**config.mk**
```make
export PLATFORM = sky130hd
export DESIGN_NAME = tinker_sequencer
export DESIGN_NICKNAME = d
export VERILOG_FILES = /design/src/rtl/tinker_sequencer.sv
export SDC_FILE = /design/constraint.sdc
export NUM_CORES = 1
export LEC_CHECK = 0
export CAP_MARGIN = 20
export CORE_UTILIZATION = 42
export CTS_CLUSTER_SIZE = 28
export DETAILED_ROUTE_END_ITERATION = 8
export GPL_ROUTABILITY_DRIVEN = 0
export PLACE_DENSITY = 0.85
export RECOVER_POWER = 50
export REMOVE_ABC_BUFFERS = 1
export SETUP_SLACK_MARGIN = 0.3
export SLEW_MARGIN = 20
export SYNTH_ARGS = -nofsm -noshare
export SYNTH_HDL_FRONTEND = slang
export SYNTH_SLANG_ARGS = --single-unit
export TNS_END_PERCENT = 1
```
**constraint.sdc**
```tcl
create_clock -name clk -period 2.2 [get_ports clk]
set_input_delay 0.66 -clock clk [delete_from_list [all_inputs] [get_ports clk]]
set_output_delay 0.66 -clock clk [all_outputs]
set_load 0.02 [all_outputs]
```
**src/rtl/tinker_sequencer.sv**
```systemverilog
// tinker_sequencer: fetch/decode/execute/writeback controller for the combinational tinker_core.
// Latency: 4 clocks per single-cycle instruction, 3+MULTI_LAT for MUL/DIV/FP, plus any fetch wait.
// Backpressure: FETCH holds imem_req/imem_addr stable until imem_ready; nothing else stalls.
//
// Ports:
//   clk, reset_n            clock (rising edge), asynchronous active-low reset
//   start                   begin execution, sampled only while idle
//   imem_req/addr/ready/data  instruction fetch handshake (addr = pc)
//   core_instr, core_result instruction register out to the core, core result back in
//   rf_we/rf_waddr/rf_wdata register-file write strobe (one cycle per retired instruction)
//   pc, busy, halted        status
// Build option: TINKER_SEQ_PERF_EN adds instr_count (retired-instruction counter).
module tinker_sequencer #(
  parameter logic [63:0] RESET_PC  = 64'h2000,
  parameter int          MULTI_LAT = 4,
  parameter logic [4:0]  HALT_OP   = 5'h0F
) (
  input  logic        clk,
  input  logic        reset_n,
  input  logic        start,
  output logic        imem_req,
  output logic [63:0] imem_addr,
  input  logic        imem_ready,
  input  logic [31:0] imem_data,
  output logic [31:0] core_instr,
  input  logic [63:0] core_result,
  output logic        rf_we,
  output logic [4:0]  rf_waddr,
  output logic [63:0] rf_wdata,
  output logic [63:0] pc,
  output logic        busy,
  output logic        halted
`ifdef TINKER_SEQ_PERF_EN
  ,
  output logic [31:0] instr_count
`endif
);

  // Non-positive latencies collapse to a single EXEC cycle.
  localparam int LAT_EFF = (MULTI_LAT < 1) ? 1 : MULTI_LAT;
  localparam int LW      = (LAT_EFF > 1) ? $clog2(LAT_EFF) : 1;
  localparam logic [LW-1:0] LAT_LOAD = LW'(LAT_EFF - 1);
  localparam logic [LW-1:0] LAT_ONE  = LW'(1);

  localparam logic [2:0] S_IDLE   = 3'd0;
  localparam logic [2:0] S_FETCH  = 3'd1;
  localparam logic [2:0] S_DECODE = 3'd2;
  localparam logic [2:0] S_EXEC   = 3'd3;
  localparam logic [2:0] S_WB     = 3'd4;
  localparam logic [2:0] S_HALT   = 3'd5;

  logic [2:0]    state_q, state_d;
  logic [63:0]   pc_q, pc_d;
  logic [31:0]   ir_q, ir_d;
  logic [LW-1:0] lat_q, lat_d;
  logic [63:0]   wdata_q, wdata_d;

  logic [4:0] opcode;
  logic       is_long;

  assign opcode  = ir_q[31:27];
  // MUL/DIV (11100, 11101) and the FP group (10100-10111) need the stretched EXEC window.
  assign is_long = (opcode == 5'b11100) || (opcode == 5'b11101) || (opcode[4:2] == 3'b101);

  always_comb begin
    state_d = state_q;
    pc_d    = pc_q;
    ir_d    = ir_q;
    lat_d   = lat_q;
    wdata_d = wdata_q;
    case (state_q)
      S_IDLE: begin
        if (start) state_d = S_FETCH;
      end
      S_FETCH: begin
        if (imem_ready) begin
          ir_d    = imem_data;
          state_d = S_DECODE;
        end
      end
      S_DECODE: begin
        // Halt takes priority over the latency class of the opcode.
        if (opcode == HALT_OP) begin
          state_d = S_HALT;
        end else begin
          lat_d   = is_long ? LAT_LOAD : '0;
          state_d = S_EXEC;
        end
      end
      S_EXEC: begin
        if (lat_q != '0) begin
          lat_d = lat_q - LAT_ONE;
        end else begin
          // The core is combinational on ir, so its result is settled on the last EXEC cycle.
          wdata_d = core_result;
          state_d = S_WB;
        end
      end
      S_WB: begin
        pc_d    = pc_q + 64'd4;
        state_d = S_FETCH;
      end
      S_HALT: begin
        state_d = S_HALT;
      end
      default: begin
        state_d = S_IDLE;
      end
    endcase
  end

  always_ff @(posedge clk or negedge reset_n) begin
    if (!reset_n) begin
      state_q <= S_IDLE;
      pc_q    <= RESET_PC;
      ir_q    <= '0;
      lat_q   <= '0;
      wdata_q <= '0;
    end else begin
      state_q <= state_d;
      pc_q    <= pc_d;
      ir_q    <= ir_d;
      lat_q   <= lat_d;
      wdata_q <= wdata_d;
    end
  end

  // Strobes decode straight from the state register so reset clears them without a clock.
  assign imem_req   = (state_q == S_FETCH);
  assign imem_addr  = pc_q;
  assign core_instr = ir_q;
  assign rf_we      = (state_q == S_WB);
  assign rf_waddr   = ir_q[26:22];
  assign rf_wdata   = wdata_q;
  assign pc         = pc_q;
  assign busy       = (state_q == S_FETCH) || (state_q == S_DECODE) ||
                      (state_q == S_EXEC)  || (state_q == S_WB);
  assign halted     = (state_q == S_HALT);

`ifdef TINKER_SEQ_PERF_EN
  logic [31:0] count_q, count_d;

  // Counts WB cycles only; wraps naturally at 2^32.
  assign count_d = (state_q == S_WB) ? (count_q + 32'd1) : count_q;

  always_ff @(posedge clk or negedge reset_n) begin
    if (!reset_n) begin
      count_q <= '0;
    end else begin
      count_q <= count_d;
    end
  end

  assign instr_count = count_q;
`endif

endmodule
```
Word level (Yosys, flattened, before mapping)
Index checks and enable logic that the tools add are counted.

$add $sub $neg: 2. Equal/unequal tests: 14. Mux-type cells: 9. Bitwise gates (word level): 1. Reductions and logical operators: 12.

Operators by type and width (count): $add A64 B3 Y64 const B (1); $pmux W3 S6 (1); $mux W3 (4); $eq A5 B5 Y1 const B (2); $eq A3 B3 Y1 const B (3); $ne A2 B2 Y1 const B (4); $eq A3 B2 Y1 const B (2); $mux W2 (3); $reduce_and A3 Y1 (2); $eq A5 B4 Y1 const B (1); $logic_or A1 B1 Y1 (5); $pmux W2 S2 (1); $reduce_and A2 Y1 (2); $reduce_bool A2 Y1 (2); $eq A3 B1 Y1 const B (1); $logic_not A3 Y1 (1); $ne A2 B1 Y1 const B (1); $sub A2 B1 Y2 const B (1); $not A1 Y1 (1).

Bits in registers: 165. Input port bits: 100. Output and inout bits: 233. Word-level logic and storage cells: 43.

Logic depth before layout (Yosys ltp)
Gate-level depths: netlist (run 1).

Depth in word-level cells: 6. Gate-level depth with buffers: 8.

Worst setup path after synthesis (run 1)
OpenSTA, ideal clock, no wires.

Path kind: flip-flop to flip-flop. Start: reg state_q[1]. End: reg ir_q[0] (netlist: core_instr[0]). Library setup time: 0.125 ns. Arrival time: 1.962 ns. Data required time: 2.075 ns. Slack: 0.113 ns. Stages on the path, launching flop included: 7. Path buffers: 3. Period minus slack after synthesis: 2.087 ns. Cells stage by stage: dfrtp_1 buf_6 nor3_1 and2_1 clkbuf_1 buf_2 mux2_2.

Longest elaborated chain between the ends: 2.

Ends and longest elaborated chain: start, declared (RTL line 52) `logic [2:0] state_q, state_d;`; start signal, assigned (RTL line 120) `state_q <= state_d;`; $eq A3 B1 Y1; named net imem_req (RTL line 21) `output logic imem_req,`; $reduce_and A2 Y1 (no source line); end signal, assigned (RTL line 122) `ir_q <= ir_d;`; end, declared (RTL line 54) `logic [31:0] ir_q, ir_d;`.

The timed path passes the listed nets, and every way through them passes these cells. A chain may end at the register's enable or synchronous reset.

Worst setup path in the final report (run 1)
Start: reg state_q[0]. End: out rf_we.

Longest elaborated chain between the ends: 1.

Ends and longest elaborated chain: $eq A3 B3 Y1 (RTL line 132) `assign rf_we = (state_q == S_WB);`; end, declared (RTL line 27) `output logic rf_we,`.

Every way passes these cells.

==> metrics.cfg, run 1 <==
[clock_tree]
cts_made_buffers = 17
path_clk_slew_ns = 0.06
cts_max_level = 4
clockBufferDepth = 2
clock_latency_ns = 0.42
clock_sink_count = 163
holdBufCountCts = 0
cts_root_buffer = clkbuf_16
tritoncts = built

[worst_setup_path]
cp.arrival_ns = 1.45
rrSetupSlack_ns = 0.15
cp_data_required_time_ns = 1.54
path_cells = or3b_1 -> inv_2 -> buf_6
cp-start-kind = flip-flop
startpoint = state_q[0]
slowest_delay_ns = 0.42
crit_family = flip-flops
cp_max_fo = 3
endpoint_kind = primary output
r2r-start = state_q[0]
crit_type = flip-flop to primary output
critPathBufInv = 2
cp_slowest_cell = dfrtp_1

[worst_hold_path]
hold_path_class = flip-flop to flip-flop
worstHoldStart = core_instr[12]

[synthesis]
ys_warn_count = 0
synth-edff-count = 0
synth_ff_type = dfrtp_1
synthAdderAreaFrac = 0.00340
synth_top_family_by_area = multiplexers
synthTopCellsByArea = dfrtp_1, mux2_2, buf_4
syn_inst = 582
yosys.area_share.simple = 0.115
syn_area_per_cell_um2 = 12.6
yosysTopAreaCellShare = 0.551
async_flop_share = 1.00
ys_types = 41
synth_area_um2 = 7350
synth_top_area_cell = dfrtp_1
synthMuxAreaShare = 0.149
synth-seq-cells = 163
synthXorXnorAreaFrac = 0.0738
yosysSeqAreaShare = 0.555
synth_compound_area_frac = 0.0104

[pwr]
peakVddDrop_mv = 0.896
p_per_area_nw_per_um2 = 1120
total_leakage_power_nw = 6.65

[cells_and_area]
final_cell_mix = dfrtp_1, dlymetal6s2s_1, clkdlybuf4s50_1, mux2_2, clkbuf_1
fin_nets = 965
multiInputGateArea_um2 = 2820
final_common_cell = dfrtp_1
seq_area_um2 = 4100
n_antenna_cell = 0
syn_to_final_growth_pct = 52.8
layout-drive-gt1-share = 0.275
fillers = 1249

[timing]
hold_viol_final = 0
min_period_ns = 2.11
finalSetupViolations = 0
hold_ws_ns = 0.500
drv_slew = 0
fin_crit_sh = 0.961
worst_pin_slew_ns = 1.39
rsz0062_at_grt = yes
fmaxAchievable_ghz = 0.473
fin_ws_ns = 0.0866
clock_skew_ns = 0.0110
slew_headroom = 0.0710

[global_routing]
antenna_found_initial = 0
grt.total_usage = 0.209
grt-ovfl-total = 0
grt_pass1_vias = 5559
grt_max_degree = 65
grt_first_pass_wirelength_um = 29400

[die]
rows = 48
coreArea_um2 = 17200
start_util = 0.428
die_y_um = 134
die_w_um = 134
dieArea_um2 = 18000
io_pins = 333

[route]
wl_per_cell_um = 17.8
drt_iter0_markers = 255
drcViolationCount = 0
first_pass_iters = 5
detail-route-antenna-nets = 0
finalWirelength_um = 19600
via_count = 5491
viasPerCell = 4.99

[outcome]
outcome = finished, final reports clean

[place]
dp.final_hpwl_um = 13700
dp_slack_ns = 0.0773
port_buffers = 328

[flow_run]
maxCapViolCount = 0

[kinds of logic (layout without fill, tap and decap cells)]
group	after synthesis	after routing
and+or+nand+nor	143	143
xor gates and xnor gates	62	62
AOI/OAI and AO/OA	13	13
other	1	4
adders and majority gates	2	2
DFF	163	163
buffers and inverters	101	392
muxes	97	97
[flip-flops by register name, indices dropped and copies added (netlist names)]
name and cells:
rf_wdata 64, state_q 3, core_instr 32, lat_q 2
imem_addr 62
[routing by layer]
metal	GRT usage	wire [um]
met2	0.368	10500
met4	0.0693	347
met5	0	0
met3	0.0586	1180
met1	0.244	7580
[metrics by stage]
step	utilization	setup TNS [ns]	cell area, um2	power, W	instances
finish	0.654	0	11200	0.0126	1101
global route	0.654	0	11200	0.0132	1101
CTS	0.644	0	11100	0.0132	1101
global placement	0.613	0	10500	0.0101	1068
detailed placement	0.613	0	10500	0.0102	1068
floorplan	-	-78.45	6720	0.00731	495
[path summary, 6_finish.rpt]
path                                  end  cells after the start
hold reg to reg            core_instr[12]                      1
max in group asynchronous     rf_wdata[4]                      2
setup reg to reg            imem_addr[21]                      6
min in group asynchronous   imem_addr[56]                      1
hold / removal             core_instr[12]                      1
setup / recovery                    rf_we                      3
[cell usage after synthesis, types with 9 or more instances]
| cell | instances |
|---|---|
| clkbuf_1 | 9 |
| nand4_1 | 24 |
| nand2_1 | 29 |
| inv_1 | 11 |
| xor2_1 | 19 |
| dfrtp_1 | 162 |
| nand3_1 | 21 |
| buf_4 | 72 |
| xnor2_1 | 43 |
| nor3_1 | 10 |
| mux2_2 | 97 |
| nor2_1 | 16 |
[cell type report]
cell class,count,area share
repair buffers,349,0.304
inverters,11,0.00367
flip-flops and latches,163,0.365
clock buffers,20,0.0406
well taps,225,0.0251
multi-input cells,321,0.251
clock inverters,12,0.0108
[report_power, final]
part | switching [W] | internal (W) | total, W | leakage, nW
logic | 0.00273 | 0.00241 | 0.00514 | 4.36
clock network | 0.00127 | 0.00164 | 0.00291 | 0.281
registers | 0.000551 | 0.00399 | 0.00454 | 2.02
total | 0.00455 | 0.00805 | 0.0126 | 6.65
[what timing repair did]
| item | CTS | global route |
|---|---|---|
| endpoints found under the setup margin | 262 | 276 |
| pin swaps | 1 | 38 |
| setup buffers | 1 | 0 |
| resized for setup | 71 | 327 |
Note: power is estimated with default switching activity, not from simulation.
==> run 2: changes to the inputs <==
--- a/config.mk
+++ b/config.mk
@@ -6,10 +6,13 @@
 export NUM_CORES = 1
 export LEC_CHECK = 0
 export CAP_MARGIN = 20
-export CORE_UTILIZATION = 42
+export CELL_PAD_IN_SITES_DETAIL_PLACEMENT = 0
+export CELL_PAD_IN_SITES_GLOBAL_PLACEMENT = 1
+export CORE_UTILIZATION = 32
 export CTS_CLUSTER_SIZE = 28
 export DETAILED_ROUTE_END_ITERATION = 8
 export GPL_ROUTABILITY_DRIVEN = 0
+export MAX_ROUTING_LAYER = met4
 export PLACE_DENSITY = 0.85
 export RECOVER_POWER = 50
 export REMOVE_ABC_BUFFERS = 1
==> run 2 against run 1 <==
  * Fmax up 1.1%
  * Total power down 3.5%
  * Combinational power down 6.8%
  * Clock skew about the same
  * Count of clock-buffer cells in the layout down 2
  * Highest routed layer unchanged
  * Die area up 31%
  * Sequential power about the same
  * Sequential cell count unchanged
  * Setup slack better by 0.022 ns
  * Cell count up 6.0%
==> metrics.cfg, run 2 (synthesis gave the netlist of run 1 again) <==
[cells_and_area]
final_util = 0.488
syn_to_final_growth_pct = 49.7
n_antenna_cell = 0
fin_nets = 971
layout-drive-gt1-share = 0.302
fillers = 2126
final_common_cell = dfrtp_1
final_cell_mix = dfrtp_1, clkdlybuf4s50_1, mux2_2, clkbuf_1, dlymetal6s2s_1
largest_reg_flops = 64

[worst_setup_path]
cp-start-kind = flip-flop
cp_data_required_time_ns = 1.54
slowest_delay_ns = 0.43
crit_family = simple AND/OR/NAND/NOR gates
path_cells = or3b_1 -> inv_2 -> buf_6
cp_max_fo = 2
critPathBufInv = 2
cp_slowest_cell = or3b_1
cp.arrival_ns = 1.43
crit_type = flip-flop to primary output
endpoint_kind = primary output

[route]
drcViolationCount = 0
wl_per_cell_um = 16.2
finalWirelength_um = 19000
drt_iter0_markers = 181
via_count = 5459
detail-route-antenna-nets = 0
viasPerCell = 4.68
first_pass_iters = 4

[timing]
drv_slew = 0
finalSetupViolations = 0
fin_crit_sh = 0.951
hold_viol_final = 0
rsz0062_at_grt = yes
hold_ws_ns = 0.467
clock_skew_ns = 0.0111
fmaxAchievable_ghz = 0.478
slew_headroom = 0.183
worst_pin_slew_ns = 1.23
min_period_ns = 2.09

[global_routing]
grt_pass1_vias = 5491
grt-ovfl-total = 0
antenna_found_initial = 0
grt.total_usage = 0.165
grt_max_degree = 46
grt_first_pass_wirelength_um = 29500

[die]
io_pins = 333
die_y_um = 154
rows = 55
start_util = 0.326
dieArea_um2 = 23600
die_w_um = 154
coreArea_um2 = 22600

[flow_run]
maxCapViolCount = 0

[place]
port_buffers = 328
dp.final_hpwl_um = 13900

[clock_tree]
cts_root_buffer = clkbuf_16
cts_max_level = 4
clock_sink_count = 163
path_clk_slew_ns = 0.07
cts_made_buffers = 17
clockBufferDepth = 2
clock_latency_ns = 0.42
tritoncts = built
holdBufCountCts = 0

[worst_hold_path]
hold_path_class = input pin to async pin

[pwr]
total_leakage_power_nw = 5.78
peakVddDrop_mv = 0.722
p_per_area_nw_per_um2 = 1110

[outcome]
outcome = finished, final reports clean

## run 2: cell count changes in the layout (fill, tap and decap cells not counted), moves of 8 or more
| cell | change |
|---|---|
| clkbuf_1 | +28 |
| clkdlybuf4s15_1 | +22 |
| clkdlybuf4s50_1 | +15 |
| dfrtp_1 | -8 |
| dfrtp_2 | +8 |
| dlymetal6s2s_1 | -69 |
## run 2: worst paths after layout
| kind | startpoint | end | slack [ns] | cells after the start |
|---|---|---|---|---|
| min in group clk | imem_addr[63] | imem_addr[63] | 0.50 | 1 |
| max in group asynchronous | reset_n | core_instr[8] | 0.40 | 2 |
| setup / recovery | state_q[1] | rf_we | 0.11 | 3 |
| hold reg to reg | imem_addr[63] | imem_addr[63] | 0.50 | 1 |
| hold / removal | reset_n | imem_addr[53] | 0.47 | 1 |
| setup reg to reg | state_q[1] | imem_addr[21] | 0.17 | 6 |
## run 2: cell type report
type,instances,area [um2],area share
flip-flops and latches,163,4110,0.373
inverters,11,46.3,0.00421
clock buffers,18,439,0.0399
repair buffers,355,3100,0.281
clock inverters,14,120,0.0109
well taps,285,357,0.0324
multi-input cells,321,2840,0.258
## run 2: power by group
group / leakage (nW) / switching (W) / internal [W]
Clock: 0.274 / 0.00132 / 0.00152
Sequential: 2.00 / 0.000554 / 0.00399
Combinational: 3.51 / 0.00264 / 0.00214
Total: 5.78 / 0.00451 / 0.00765
## run 2: through the flow
step                instances  cell area, um2  setup TNS [ns]  worst slack, ns  total power, W
finish                   1167           11000               0            0.109          0.0122
global route             1167           11000               0           0.0324          0.0128
floorplan                 495            6720          -78.45           -0.950         0.00731
CTS                      1167           11100               0           0.0202          0.0131
global placement         1132           10600               0           0.0969          0.0101
detailed placement       1132           10600               0           0.0982          0.0102
## run 2: what timing repair did
item / 4_1_cts / 5_1_grt
endpoints found under the setup margin: 252 / 277
setup buffers: 3 / 0
resized for setup: 99 / 334
pin swaps: 1 / 42
## run 2: routing by layer
metal	share of wire	vias up	global-route usage
met5	0	-	-
li1	-	2513	-
met1	0.42	2765	0.191
met3	0.049	15	0.0361
met2	0.52	166	0.284
met4	0.012	0	0.0486
==> run 3: changes to the inputs <==
--- a/config.mk
+++ b/config.mk
@@ -8,6 +8,7 @@
 export CAP_MARGIN = 20
 export CELL_PAD_IN_SITES_DETAIL_PLACEMENT = 0
 export CELL_PAD_IN_SITES_GLOBAL_PLACEMENT = 1
+export CORE_ASPECT_RATIO = 1.75
 export CORE_UTILIZATION = 32
 export CTS_CLUSTER_SIZE = 28
 export DETAILED_ROUTE_END_ITERATION = 8
==> run 3 against run 2 <==
  * Register-to-register slack lost 0.05 ns
  * Clock power increased by 9.2%
  * Total power increased by 8.0%
  * Cell count increased by 1.1%
  * Fmax is 1.6% lower
  * Critical path depth decreased by 2
  * Sequential power about the same
  * Combinational power is 15% higher
  * Largest cell class unchanged
  * Wire length grew 2.4%
  * Clock skew down 0.0032 ns
  * Highest routed layer unchanged
  * Sequential cell count unchanged
  * Count of clock-buffer cells in the layout is 4 higher
==> metrics.cfg, run 3 (synthesis gave the netlist of run 1 again) <==
[die]
coreArea_um2 = 22700
die_y_um = 203
die_w_um = 117
start_util = 0.325
rows = 73
io_pins = 333
dieArea_um2 = 23600

[timing]
min_period_ns = 2.12
worst_pin_slew_ns = 1.10
fin_setup_tns_ns = 0
rsz0062_at_grt = yes
drv_slew = 0
clock_skew_ns = 0.00788
fin_crit_sh = 0.966
finalSetupViolations = 0
hold_viol_final = 0
fmaxAchievable_ghz = 0.471
slew_headroom = 0.267

[route]
first_pass_iters = 4
wl_per_cell_um = 16.5
route.met3.wl_um = 1100
viasPerCell = 4.53
drcViolationCount = 0
detail-route-antenna-nets = 0
via_count = 5341
finalWirelength_um = 19400
highest_layer = met4
wl_met2_um = 10700
drt_iter0_markers = 169
wl_met1_um = 7120

[pwr]
swShare = 0.330
peakVddDrop_mv = 0.904
p_sw_w = 0.00434
p_per_area_nw_per_um2 = 1190
power_frac_seq = 0.345
total_leakage_power_nw = 5.20
clock_power_share = 0.235
intPower_w = 0.00879
p_comb_frac = 0.420

[clock_tree]
path_clk_slew_ns = 0.06
clock_sink_count = 163
cts_made_buffers = 17
cts_root_buffer = clkbuf_16
tritoncts = built
cts_max_level = 4
clockBufferDepth = 2
clock_latency_ns = 0.44
holdBufCountCts = 0

[place]
place_inst = 1147
port_buffers = 328
dp.final_hpwl_um = 14700

[worst_setup_path]
crit_type = flip-flop to primary output
r2r_cells = 7
endpoint_kind = primary output
cp_slowest_cell = clkdlybuf4s50_1
cp.arrival_ns = 1.46
crit_cells = 1
path_cells = clkdlybuf4s50_1
critPathBufInv = 1
crit_family = buffers and inverters
cp_max_fo = 4
slowest_delay_ns = 0.63
cp-start-kind = flip-flop
cp_data_required_time_ns = 1.54

[cells_and_area]
largest_reg_flops = 64
stdcell_count = 1180
fin_nets = 970
fillers = 2195
final_common_cell = clkdlybuf4s50_1
syn_to_final_growth_pct = 50.0
final_cell_mix = clkdlybuf4s50_1, dfrtp_1, dlygate4sd2_1, mux2_2, xnor2_1
layout-drive-gt1-share = 0.197
n_antenna_cell = 0

[global_routing]
grt_max_degree = 46
grt.total_usage = 0.175
grt_pass1_vias = 5374
grt_first_pass_wirelength_um = 29700
grt-ovfl-total = 0
antenna_found_initial = 0

[outcome]
outcome = finished, final reports clean

[worst_hold_path]
hold_path_class = input pin to async pin

[flow_run]
maxCapViolCount = 0

## run 3: timing repair
action | CTS | global route
gates resized for setup | 150 | 2
gates cloned | 0 | 0
pin swaps | 1 | 0
setup endpoints to repair | 269 | 276
setup buffers | 2 | 0
## run 3: final timing paths
path | slack [ns] | end | startpoint
min in group clk | 0.50 | rf_wdata[20] | rf_wdata[20]
hold / removal | 0.42 | core_instr[12] | reset_n
hold reg to reg | 0.50 | rf_wdata[20] | rf_wdata[20]
setup reg to reg | 0.12 | imem_addr[23] | state_q[1]
setup / recovery | 0.08 | core_instr[28] | core_instr[28]
max in group asynchronous | 0.43 | imem_addr[8] | reset_n
## run 3: final cells by class
class	count	area, um2	share of cell area
clock buffer	22	484	0.0439
inverter	11	41.3	0.00374
sequential	163	4080	0.370
multi-input combinational	321	2620	0.237
tap	300	375	0.0340
clock inverter	9	126	0.0115
timing repair buffer	354	3300	0.299
## run 3: power groups by stage
stage	combinational, W	sequential (W)	clock, W
2_1_floorplan	0.00146	0.00585	0
3_3_place_gp	0.00561	0.00453	0
3_5_place_dp	0.00566	0.00458	0
4_1_cts	0.00565	0.00454	0.00319
5_1_grt	0.00585	0.00468	0.00331
6_report	0.00551	0.00453	0.00309
## run 3: per-layer routing
| metal | GRT usage | up-vias |
|---|---|---|
| met5 | - | - |
| met4 | 0.0796 | 0 |
| met3 | 0.0361 | 32 |
| met2 | 0.308 | 188 |
| met1 | 0.183 | 2620 |
| li1 | - | 2501 |
## run 3: per-stage QoR
step	area, um2	setup WS [ns]	power, W	utilization	hold WS [ns]
after floorplan	6720	-0.950	0.00731	-	0.364
final	11000	0.0754	0.0131	0.487	0.421
after global routing	11000	0.00757	0.0138	0.487	0.516
after detailed placement	10700	0.0889	0.0102	0.470	0.491
after CTS	11100	0.0399	0.0134	0.491	0.144
after global placement	10700	0.0865	0.0101	0.470	0.486
